## src/rtl/pool_window_sequencer.sv

```systemverilog
// Pooling window sequencer: captures an HxW feature map into a local buffer, then
// walks KxK windows at stride S and streams one max/mean/min result per window.
module pool_window_sequencer #(
  parameter int MAX_DIM = 8,
  parameter int DATA_W  = 8
) (
  input  logic              clk,
  input  logic              rst,
  input  logic              start,
  input  logic [3:0]        cfg_width,
  input  logic [3:0]        cfg_height,
  input  logic [1:0]        cfg_kernel,
  input  logic [1:0]        cfg_stride,
  input  logic [1:0]        cfg_op,
  input  logic              in_valid,
  input  logic [DATA_W-1:0] in_data,
  output logic              in_ready,
  output logic              out_valid,
  output logic [DATA_W-1:0] out_data,
  output logic              out_last,
  input  logic              out_ready,
  output logic              busy,
  output logic              done,
  output logic              error
);

  localparam int CNT_W  = 4;
  localparam int ADDR_W = $clog2(MAX_DIM * MAX_DIM);
  localparam int SUM_W  = DATA_W + 4;
  localparam logic [CNT_W-1:0] MAX_DIM_C = CNT_W'(MAX_DIM);
  localparam logic [1:0] OP_MAX  = 2'b00;
  localparam logic [1:0] OP_MEAN = 2'b01;
  localparam logic [1:0] OP_MIN  = 2'b10;

  typedef enum logic [2:0] {
    ST_IDLE = 3'd0,
    ST_LOAD = 3'd1,
    ST_ACC  = 3'd2,
    ST_OUT  = 3'd3,
    ST_FIN  = 3'd4
  } state_t;

  function automatic logic [CNT_W-1:0] kernel_size(input logic [1:0] code);
    case (code)
      2'b00:   kernel_size = 4'd1;
      2'b01:   kernel_size = 4'd2;
      2'b10:   kernel_size = 4'd4;
      default: kernel_size = 4'd0;
    endcase
  endfunction

  // Mean divides by K*K, which is always a power of two.
  function automatic logic [2:0] mean_shift(input logic [CNT_W-1:0] k);
    case (k)
      4'd2:    mean_shift = 3'd2;
      4'd4:    mean_shift = 3'd4;
      default: mean_shift = 3'd0;
    endcase
  endfunction

  function automatic logic [ADDR_W-1:0] buf_addr(input logic [CNT_W-1:0] row,
                                                 input logic [CNT_W-1:0] col);
    buf_addr = ADDR_W'(32'(row) * MAX_DIM + 32'(col));
  endfunction

  state_t state_r, state_s;

  logic [DATA_W-1:0] buf_r [MAX_DIM*MAX_DIM];

  logic [CNT_W-1:0]  w_r, h_r, k_r, s_r;
  logic [1:0]        op_r;
  logic [2:0]        shift_r;
  logic [CNT_W-1:0]  row_r, col_r;
  logic [CNT_W-1:0]  orig_row_r, orig_col_r;
  logic [CNT_W-1:0]  win_row_r, win_col_r;
  logic [SUM_W-1:0]  acc_r;
  logic [DATA_W-1:0] out_data_r;
  logic              out_valid_r, out_last_r, in_ready_r, busy_r, done_r, error_r;

  logic [CNT_W-1:0]  k_cfg_s;
  logic              cfg_ok_s;
  logic              beat_s, last_beat_s, win_end_s, col_more_s, row_more_s;
  logic [CNT_W-1:0]  rd_row_s, rd_col_s;
  logic [DATA_W-1:0] elem_s;
  logic [SUM_W-1:0]  elem_ext_s, acc_next_s;
  logic [DATA_W-1:0] result_s;

  // Configuration legality and window geometry decode.
  always_comb begin
    k_cfg_s  = kernel_size(cfg_kernel);
    cfg_ok_s = (cfg_width != 4'd0) && (cfg_width <= MAX_DIM_C) &&
               (cfg_height != 4'd0) && (cfg_height <= MAX_DIM_C) &&
               (cfg_kernel != 2'b11) && (cfg_op != 2'b11) &&
               (k_cfg_s <= cfg_width) && (k_cfg_s <= cfg_height);

    beat_s      = in_valid && in_ready_r;
    last_beat_s = (row_r == h_r - 4'd1) && (col_r == w_r - 4'd1);
    win_end_s   = (win_row_r == k_r - 4'd1) && (win_col_r == k_r - 4'd1);
    // Another window fits to the right / below when origin+S+K stays inside the map.
    col_more_s  = ({1'b0, orig_col_r} + {1'b0, s_r} + {1'b0, k_r}) <= {1'b0, w_r};
    row_more_s  = ({1'b0, orig_row_r} + {1'b0, s_r} + {1'b0, k_r}) <= {1'b0, h_r};

    rd_row_s   = orig_row_r + win_row_r;
    rd_col_s   = orig_col_r + win_col_r;
    elem_s     = buf_r[buf_addr(rd_row_s, rd_col_s)];
    elem_ext_s = SUM_W'(elem_s);
  end

  // Accumulator update and final window result.
  always_comb begin
    acc_next_s = elem_ext_s;
    if ((win_row_r == 4'd0) && (win_col_r == 4'd0)) begin
      acc_next_s = elem_ext_s;
    end else begin
      case (op_r)
        OP_MAX:  acc_next_s = (elem_ext_s > acc_r) ? elem_ext_s : acc_r;
        OP_MEAN: acc_next_s = acc_r + elem_ext_s;
        OP_MIN:  acc_next_s = (elem_ext_s < acc_r) ? elem_ext_s : acc_r;
        default: acc_next_s = elem_ext_s;
      endcase
    end
    if (op_r == OP_MEAN) begin
      result_s = DATA_W'(acc_next_s >> shift_r);
    end else begin
      result_s = DATA_W'(acc_next_s);
    end
  end

  // Next-state logic.
  always_comb begin
    state_s = state_r;
    case (state_r)
      ST_IDLE: begin
        if (start && cfg_ok_s) state_s = ST_LOAD;
        else                   state_s = ST_IDLE;
      end
      ST_LOAD: begin
        if (beat_s && last_beat_s) state_s = ST_ACC;
        else                       state_s = ST_LOAD;
      end
      ST_ACC: begin
        if (win_end_s) state_s = ST_OUT;
        else           state_s = ST_ACC;
      end
      ST_OUT: begin
        if (out_ready) state_s = out_last_r ? ST_FIN : ST_ACC;
        else           state_s = ST_OUT;
      end
      ST_FIN:  state_s = ST_IDLE;
      default: state_s = ST_IDLE;
    endcase
  end

  // State register.
  always_ff @(posedge clk or posedge rst) begin
    if (rst) state_r <= ST_IDLE;
    else     state_r <= state_s;
  end

  // Pixel buffer; contents are deliberately left unreset.
  always_ff @(posedge clk) begin
    if ((state_r == ST_LOAD) && beat_s) buf_r[buf_addr(row_r, col_r)] <= in_data;
  end

  // Configuration, counters, accumulator and registered outputs.
  always_ff @(posedge clk or posedge rst) begin
    if (rst) begin
      w_r         <= 4'd0;
      h_r         <= 4'd0;
      k_r         <= 4'd0;
      s_r         <= 4'd0;
      op_r        <= 2'b00;
      shift_r     <= 3'd0;
      row_r       <= 4'd0;
      col_r       <= 4'd0;
      orig_row_r  <= 4'd0;
      orig_col_r  <= 4'd0;
      win_row_r   <= 4'd0;
      win_col_r   <= 4'd0;
      acc_r       <= '0;
      out_data_r  <= '0;
      out_last_r  <= 1'b0;
      out_valid_r <= 1'b0;
      in_ready_r  <= 1'b0;
      busy_r      <= 1'b0;
      done_r      <= 1'b0;
      error_r     <= 1'b0;
    end else begin
      busy_r      <= (state_s == ST_LOAD) || (state_s == ST_ACC) || (state_s == ST_OUT);
      in_ready_r  <= (state_s == ST_LOAD);
      out_valid_r <= (state_s == ST_OUT);
      done_r      <= (state_s == ST_FIN);
      case (state_r)
        ST_IDLE: begin
          if (start) begin
            if (cfg_ok_s) begin
              w_r     <= cfg_width;
              h_r     <= cfg_height;
              k_r     <= k_cfg_s;
              s_r     <= {2'b00, cfg_stride} + 4'd1;
              op_r    <= cfg_op;
              shift_r <= mean_shift(k_cfg_s);
              row_r   <= 4'd0;
              col_r   <= 4'd0;
              error_r <= 1'b0;
            end else begin
              error_r <= 1'b1;
            end
          end
        end
        ST_LOAD: begin
          if (beat_s) begin
            if (col_r == w_r - 4'd1) begin
              col_r <= 4'd0;
              row_r <= row_r + 4'd1;
            end else begin
              col_r <= col_r + 4'd1;
            end
            if (last_beat_s) begin
              orig_row_r <= 4'd0;
              orig_col_r <= 4'd0;
              win_row_r  <= 4'd0;
              win_col_r  <= 4'd0;
            end
          end
        end
        ST_ACC: begin
          acc_r <= acc_next_s;
          if (win_end_s) begin
            win_row_r  <= 4'd0;
            win_col_r  <= 4'd0;
            out_data_r <= result_s;
            out_last_r <= !col_more_s && !row_more_s;
          end else if (win_col_r == k_r - 4'd1) begin
            win_col_r <= 4'd0;
            win_row_r <= win_row_r + 4'd1;
          end else begin
            win_col_r <= win_col_r + 4'd1;
          end
        end
        ST_OUT: begin
          if (out_ready) begin
            out_last_r <= 1'b0;
            if (col_more_s) begin
              orig_col_r <= orig_col_r + s_r;
            end else begin
              orig_col_r <= 4'd0;
              orig_row_r <= orig_row_r + s_r;
            end
          end
        end
        ST_FIN: begin
          row_r <= 4'd0;
          col_r <= 4'd0;
        end
        default: begin
          row_r <= 4'd0;
          col_r <= 4'd0;
        end
      endcase
    end
  end

  assign in_ready  = in_ready_r;
  assign out_valid = out_valid_r;
  assign out_data  = out_data_r;
  assign out_last  = out_last_r;
  assign busy      = busy_r;
  assign done      = done_r;
  assign error     = error_r;

endmodule

```

## config.mk

```make
export PLATFORM = sky130hd
export DESIGN_NAME = pool_window_sequencer
export DESIGN_NICKNAME = d
export VERILOG_FILES = /design/src/rtl/pool_window_sequencer.sv
export SDC_FILE = /design/constraint.sdc
export NUM_CORES = 1
export LEC_CHECK = 0
export ABC_AREA = 1
export CORE_ASPECT_RATIO = 0.5
export CORE_MARGIN = 2
export CORE_UTILIZATION = 55
export CTS_BUF_LIST = sky130_fd_sc_hd__clkbuf_8 sky130_fd_sc_hd__clkbuf_16
export CTS_CLUSTER_DIAMETER = 120
export DETAILED_ROUTE_END_ITERATION = 10
export DONT_BUFFER_PORTS = 1
export PLACE_DENSITY = 0.7
export SETUP_SLACK_MARGIN = 0.4
export SYNTH_ARGS = -nofsm -noshare
export SYNTH_HDL_FRONTEND = slang
export SYNTH_SLANG_ARGS = --single-unit
```

## constraint.sdc

```tcl
create_clock -name clk -period 5.39 [get_ports clk]
set_clock_uncertainty 0.15 [all_clocks]
set_input_delay 0.539 -clock clk [delete_from_list [all_inputs] [get_ports clk]]
set_output_delay 0.539 -clock clk [all_outputs]
set_load 0.02 [all_outputs]
```

==> qor.yml, run 1 <==
rsz0062_at_grt: "yes"
finalWeightedCongestion: 1.03
yosys_warnings: 0
first_global_vias: 18200
cts_max_path_buffers: 3
reg2reg_depth: 30
syn_area_sq_um: 26600
finish.utilization: 0.636
min_from: "cfg_width[2]"
die_area_sq_um: 50200
synth_edf_count: 512
vias: 19200
antenna_found_initial: 1
hold_path_class: "input pin to register"
path_delay_family: "simple AND/OR/NAND/NOR gates"
n_antenna_cell: 0
worstPathArrival_ps: 5120
timing.rr.start: "orig_col_r[0]$_DFFE_PP0P_"
cp.required_ps: 5720
ys_types: 45
final_cell_mix: "nand2_1 (704), edfxtp_1 (512), nand3_1 (472)"
cts.sinks: 581
pin_count: 41
final_nets: 2641
start_kind: "register"
crit_path_end_kind: "register"
maxCapViolations: 0
place_area_sq_um: 27100
hpwl_um: 41600
relSlewSlack: 0.379
cp_common_cell: "nand2_1"
min_to: "w_r[2]$_DFFE_PP0P_"
clk-insertion-delay-late_ps: 580
fill_cells: 3650
min_period_ps: 4790
r2r_slack_ps: 600
initial_core_util: 0.562
layout.cells.most_common: "nand2_1"
syn2layout_area_growth_pct: 13.1
crit_path_max_incr_delay_ps: 790
die_h_um: 159
fmax_mhz: 209
tightest_slew_ps: 928
routed_wirelength_um: 69900
finalCritPeriodShare: 0.889
crit_slowest_cell: "fa_4"
hold_depth: 2
finalHoldViolations: 0
global_route.usage.total: 0.272
slew_violations: 0
grt_max_degree: 95
final_layout_size_suffix_gt1_frac: 0.0976
die_w_um: 315
tritoncts: "yes"
synthCells: 2522
firstDrtPassIters: 5
path_buf_inv: 6
status: "finished clean"
cts_buffers: 51
cts_root_buffer: "clkbuf_16"
drt_iter0_markers: 2268
async_flop_share: 0.119
setup_violations: 0
viasPerCell: 5.95
fin_area_sq_um: 30100
synth_nets: 2623
r2r-end: "out_data[1]$_DFFE_PP0P_"
grt-ovfl-total: 0
syn_area_per_cell_sq_um: 10.5
critPathMaxFanout: 8
tns_ps: 0
yosysSeqAreaShare: 0.644
drtAntennaViolNets: 0
row_count: 56
ys_ff_latch: 581
grt_pass1_wl_um: 106000
core_sq_um: 47300
clk_pin_slew_ps: 70
crit_type: "register to register"
ys.flop_type: "edfxtp_1"
cts.htree.levels: 2
drcViolationCount: 0
wl_per_cell_um: 21.7
port_buffers: 0
layer usage:
layer | up-vias | share of wire | track usage
li1 | 8745 | - | -
met1 | 9289 | 0.42 | 0.397
met2 | 976 | 0.46 | 0.423
met3 | 139 | 0.093 | 0.0491
met4 | 2 | 0.026 | 0.0716
met5 | - | 0.00019 | 0
worst reg2reg max path: cells and delay by family (launching register included):
family                   cells  cell delay [ps]
AND/OR/NAND/NOR             21             2150
adder cells (fa/ha/maj)      3             1200
buffers and inverters        6              750
flip-flops                   1              450
stage by stage:
step	setup slack (ps)	std cells	hold WS (ps)
6_report	599	3220	25.5
5_1_grt	344	3220	18.8
4_1_cts	414	3204	11.5
3_5_place_dp	93.0	3080	328
3_3_place_gp	171	3080	323
2_1_floorplan	1050	2522	303
synthesized netlist by cell type, drive strengths merged, types with 2 or more instances:
cell type  number  area, sq um
a21oi          40          204
a31oi           4         25.0
buf           103          663
clkbuf         17         63.8
clkinv          5         18.8
dfrtp          69         1730
edfxtp        512        15400
fa             13          260
ha             61          763
inv           136          515
nand2         715         2700
nand3         515         2580
nand4          12         75.1
nor2          148          571
nor3           10         55.1
o21a            2         15.0
o21ai         104          521
o21bai          3         22.5
o22ai          14         87.6
or2             4         25.0
xnor2          14          130
xor2           14          130
cell type report:
class	instances	area, sq um	share of cell area
inverters	141	552	0.0183
repair buffers	85	1240	0.0414
clock inverters	39	347	0.0115
multi-input cells	1680	8660	0.288
well taps	638	798	0.0265
flip-flops and latches	581	17100	0.569
clock buffers	56	1360	0.0451
cells by family (layout without fill, tap and decap cells):
kind of cell,count (synthesis),count (layout),share of synthesized area
xor gates and xnor gates,28,28,0.00979
DFF,581,581,0.644
and+or+nand+nor,1407,1407,0.227
adders and majority gates,74,74,0.0385
buffers and inverters,261,321,0.0475
AOI/OAI and AO/OA,171,171,0.0341
sequential cells by signal (all words and copies together), names as in the netlist, 2 cells and up:
register,flops
state_r,3
row_r,4
orig_col_r,4
orig_row_r,4
win_col_r,4
h_r,4
buf_r,512
acc_r,12
op_r,2
w_r,4
shift_r,2
win_row_r,4
col_r,4
out_data,8
s_r,3
worst max-delay path by stage:
stage / startpoint / to / cells past startpoint / slack, ps
floorplan: orig_col_r[1]$_DFFE_PP0P_ / out_data[4]$_DFFE_PP0P_ / 31 / 1050
global placement: win_col_r[0]$_DFFE_PP0P_ / out_data[4]$_DFFE_PP0P_ / 27 / 170
detailed placement: win_col_r[0]$_DFFE_PP0P_ / out_data[5]$_DFFE_PP0P_ / 27 / 90
CTS: win_col_r[0]$_DFFE_PP0P_ / out_data[4]$_DFFE_PP0P_ / 29 / 410
global route: orig_col_r[0]$_DFFE_PP0P_ / out_data[1]$_DFFE_PP0P_ / 33 / 340
finish: orig_col_r[0]$_DFFE_PP0P_ / out_data[1]$_DFFE_PP0P_ / 30 / 600
repair_timing:
action / CTS / global route
setup endpoints to repair: 11 / 20
buffers inserted: 10 / 11
hold buffers: 17 / 0
gates resized for setup: 29 / 94
cloned: 2 / 5
hold endpoints to repair: 559 / 0
pin swaps: 1 / 19
Power of run 1 is left out: the tool's default activity adds up to more than one toggle a clock period on the data nets, which glitch-free logic cannot reach.
==> run 2, diff against run 1 <==
Settings changed: SKIP_LAST_GASP set to 1.
==> results of run 2 <==
The final DEF is identical to that of run 1; final timing and power are the same.
Power of run 2 is left out for the same reason.
==> run 3, diff against run 2 <==
Settings changed: CORE_MARGIN 2 to 3.
==> qor.yml, run 3 (same netlist as run 1, synthesis figures left out) <==
rsz0062_at_grt: "yes"
antenna_found_initial: 0  # -1
start_kind: "register"
cts_buffers: 50  # -2.0%
grt_pass1_wl_um: 104000  # -1.3%
clk-insertion-delay-late_ps: 600  # +20 ps
n_antenna_cell: 0  # unchanged
clk_pin_slew_ps: 70  # about the same
drcViolationCount: 0  # unchanged
critPathMaxFanout: 15  # +7
tritoncts: "yes"
global_route.usage.total: 0.266  # -0.00617
finalHoldViolations: 0  # unchanged
routed_wirelength_um: 70300  # +0.61%
slew_violations: 0  # unchanged
cts.sinks: 581  # unchanged
grt-ovfl-total: 0  # unchanged
vias: 19000  # -0.56%
relSlewSlack: 0.270  # -0.109
grt_max_degree: 90  # -5.3%
drtAntennaViolNets: 0  # unchanged
path_buf_inv: 5  # -1
min_period_ps: 4780  # -13.8 ps
firstDrtPassIters: 5  # unchanged
finalCritPeriodShare: 0.886  # -0.00256
die_w_um: 317  # +0.64%
tightest_slew_ps: 1090  # +164 ps
core_sq_um: 47300  # unchanged
crit_type: "register to register"
final_cell_mix: "nand2_1 (704), edfxtp_1 (512), nand3_1 (469)"
maxCapViolations: 0  # unchanged
cts_root_buffer: "clkbuf_16"
initial_core_util: 0.562  # unchanged
worstPathArrival_ps: 5100  # -20 ps
row_count: 56  # unchanged
top_register: "buf_r"
die_area_sq_um: 51200  # +1.9%
path_delay_family: "simple AND/OR/NAND/NOR gates"
crit_path_max_incr_delay_ps: 860  # +70 ps
crit_path_end_kind: "register"
final_layout_size_suffix_gt1_frac: 0.0968  # -0.000775
tns_ps: 0  # unchanged
viasPerCell: 5.91  # -0.56%
wl_per_cell_um: 21.8  # +0.61%
status: "finished clean"
cts.htree.levels: 2  # unchanged
cp_common_cell: "nand2_1"
drt_iter0_markers: 2465  # +8.7%
syn2layout_area_growth_pct: 12.9
hold_path_class: "input pin to register"
cts_max_path_buffers: 3  # unchanged
setup_violations: 0  # unchanged
hpwl_um: 40800  # -2.0%
first_global_vias: 17900  # -1.7%
cp.required_ps: 5710  # about the same
fmax_mhz: 209  # +0.29%
port_buffers: 0  # unchanged
crit_slowest_cell: "fa_4"
largest_reg_flops: 512  # unchanged
final_nets: 2642  # +0.038%
finalWeightedCongestion: 0.953  # -7.1%
layout.cells.most_common: "nand2_1"
pin_count: 41  # unchanged
die_h_um: 161  # +1.3%
-- run 3: cell types whose count changed in the layout (fill, tap and decap cells not counted), moves of 3 or more --
cell       change
buf_12         -7
clkbuf_16      +3
clkbuf_8       -4
clkinv_1       +4
clkinv_2       +4
nand3_1        -3
nand3_2        +4
-- run 3: per-layer routing --
layer,wire [um],GRT usage,up-vias
li1,-,-,8756
met1,28900,0.380,9198
met2,32400,0.418,946
met3,6830,0.0522,143
met4,2200,0.0765,0
met5,0,0,-
-- run 3: layout make-up --
| class | count | area, sq um |
|---|---|---|
| fillers | 3628 | 17300 |
| flip-flops and latches | 581 | 17100 |
| multi-input cells | 1680 | 8660 |
| repair buffers | 87 | 1270 |
| clock buffers | 50 | 1250 |
| well taps | 638 | 798 |
| inverters | 141 | 554 |
| clock inverters | 43 | 360 |
-- run 3: repair_timing --
item / CTS / global route
hold endpoints to repair: 536 / 0
pin swaps: 1 / 19
hold buffers: 18 / 0
buffers inserted: 1 / 19
cloned: 1 / 10
endpoints found under the setup margin: 9 / 20
gates resized for setup: 8 / 105
-- run 3: worst paths after layout --
kind,startpoint,end,slack [ps],cells past startpoint
min in group asynchronous,rst,out_data[0]$_DFFE_PP0P_,220,2
worst max register to register,win_col_r[0]$_DFFE_PP0P_,out_data[0]$_DFFE_PP0P_,610,28
worst min register to register,h_r[1]$_DFFE_PP0P_,h_r[1]$_DFFE_PP0P_,340,2
max in group asynchronous,rst,win_col_r[1]$_DFFE_PP0P_,3790,3
worst min-delay path,cfg_width[1],w_r[1]$_DFFE_PP0P_,30,2
worst max-delay path,win_col_r[0]$_DFFE_PP0P_,out_data[0]$_DFFE_PP0P_,610,28
-- run 3: stage by stage --
stage | worst slack (ps) | hold slack (ps) | instance area, sq um | utilization | std cells
finish | 613 | 33.8 | 30000 | 0.634 | 3220
global placement | 328 | 245 | 27100 | 0.573 | 3078
floorplan | 1050 | 303 | 26600 | - | 2522
detailed placement | 257 | 251 | 27100 | 0.573 | 3078
CTS | 407 | 5.29 | 29100 | 0.616 | 3191
global route | 329 | 48.1 | 30000 | 0.634 | 3220
-- run 3: worst register-to-register path: cells and delay by family, from the launching register on --
family,cells,cell delay [ps]
adder cells (fa/ha/maj),3,1340
buffers and inverters,5,660
flip-flops,1,440
AND/OR/NAND/NOR,20,2080
Power of run 3 is left out for the same reason.
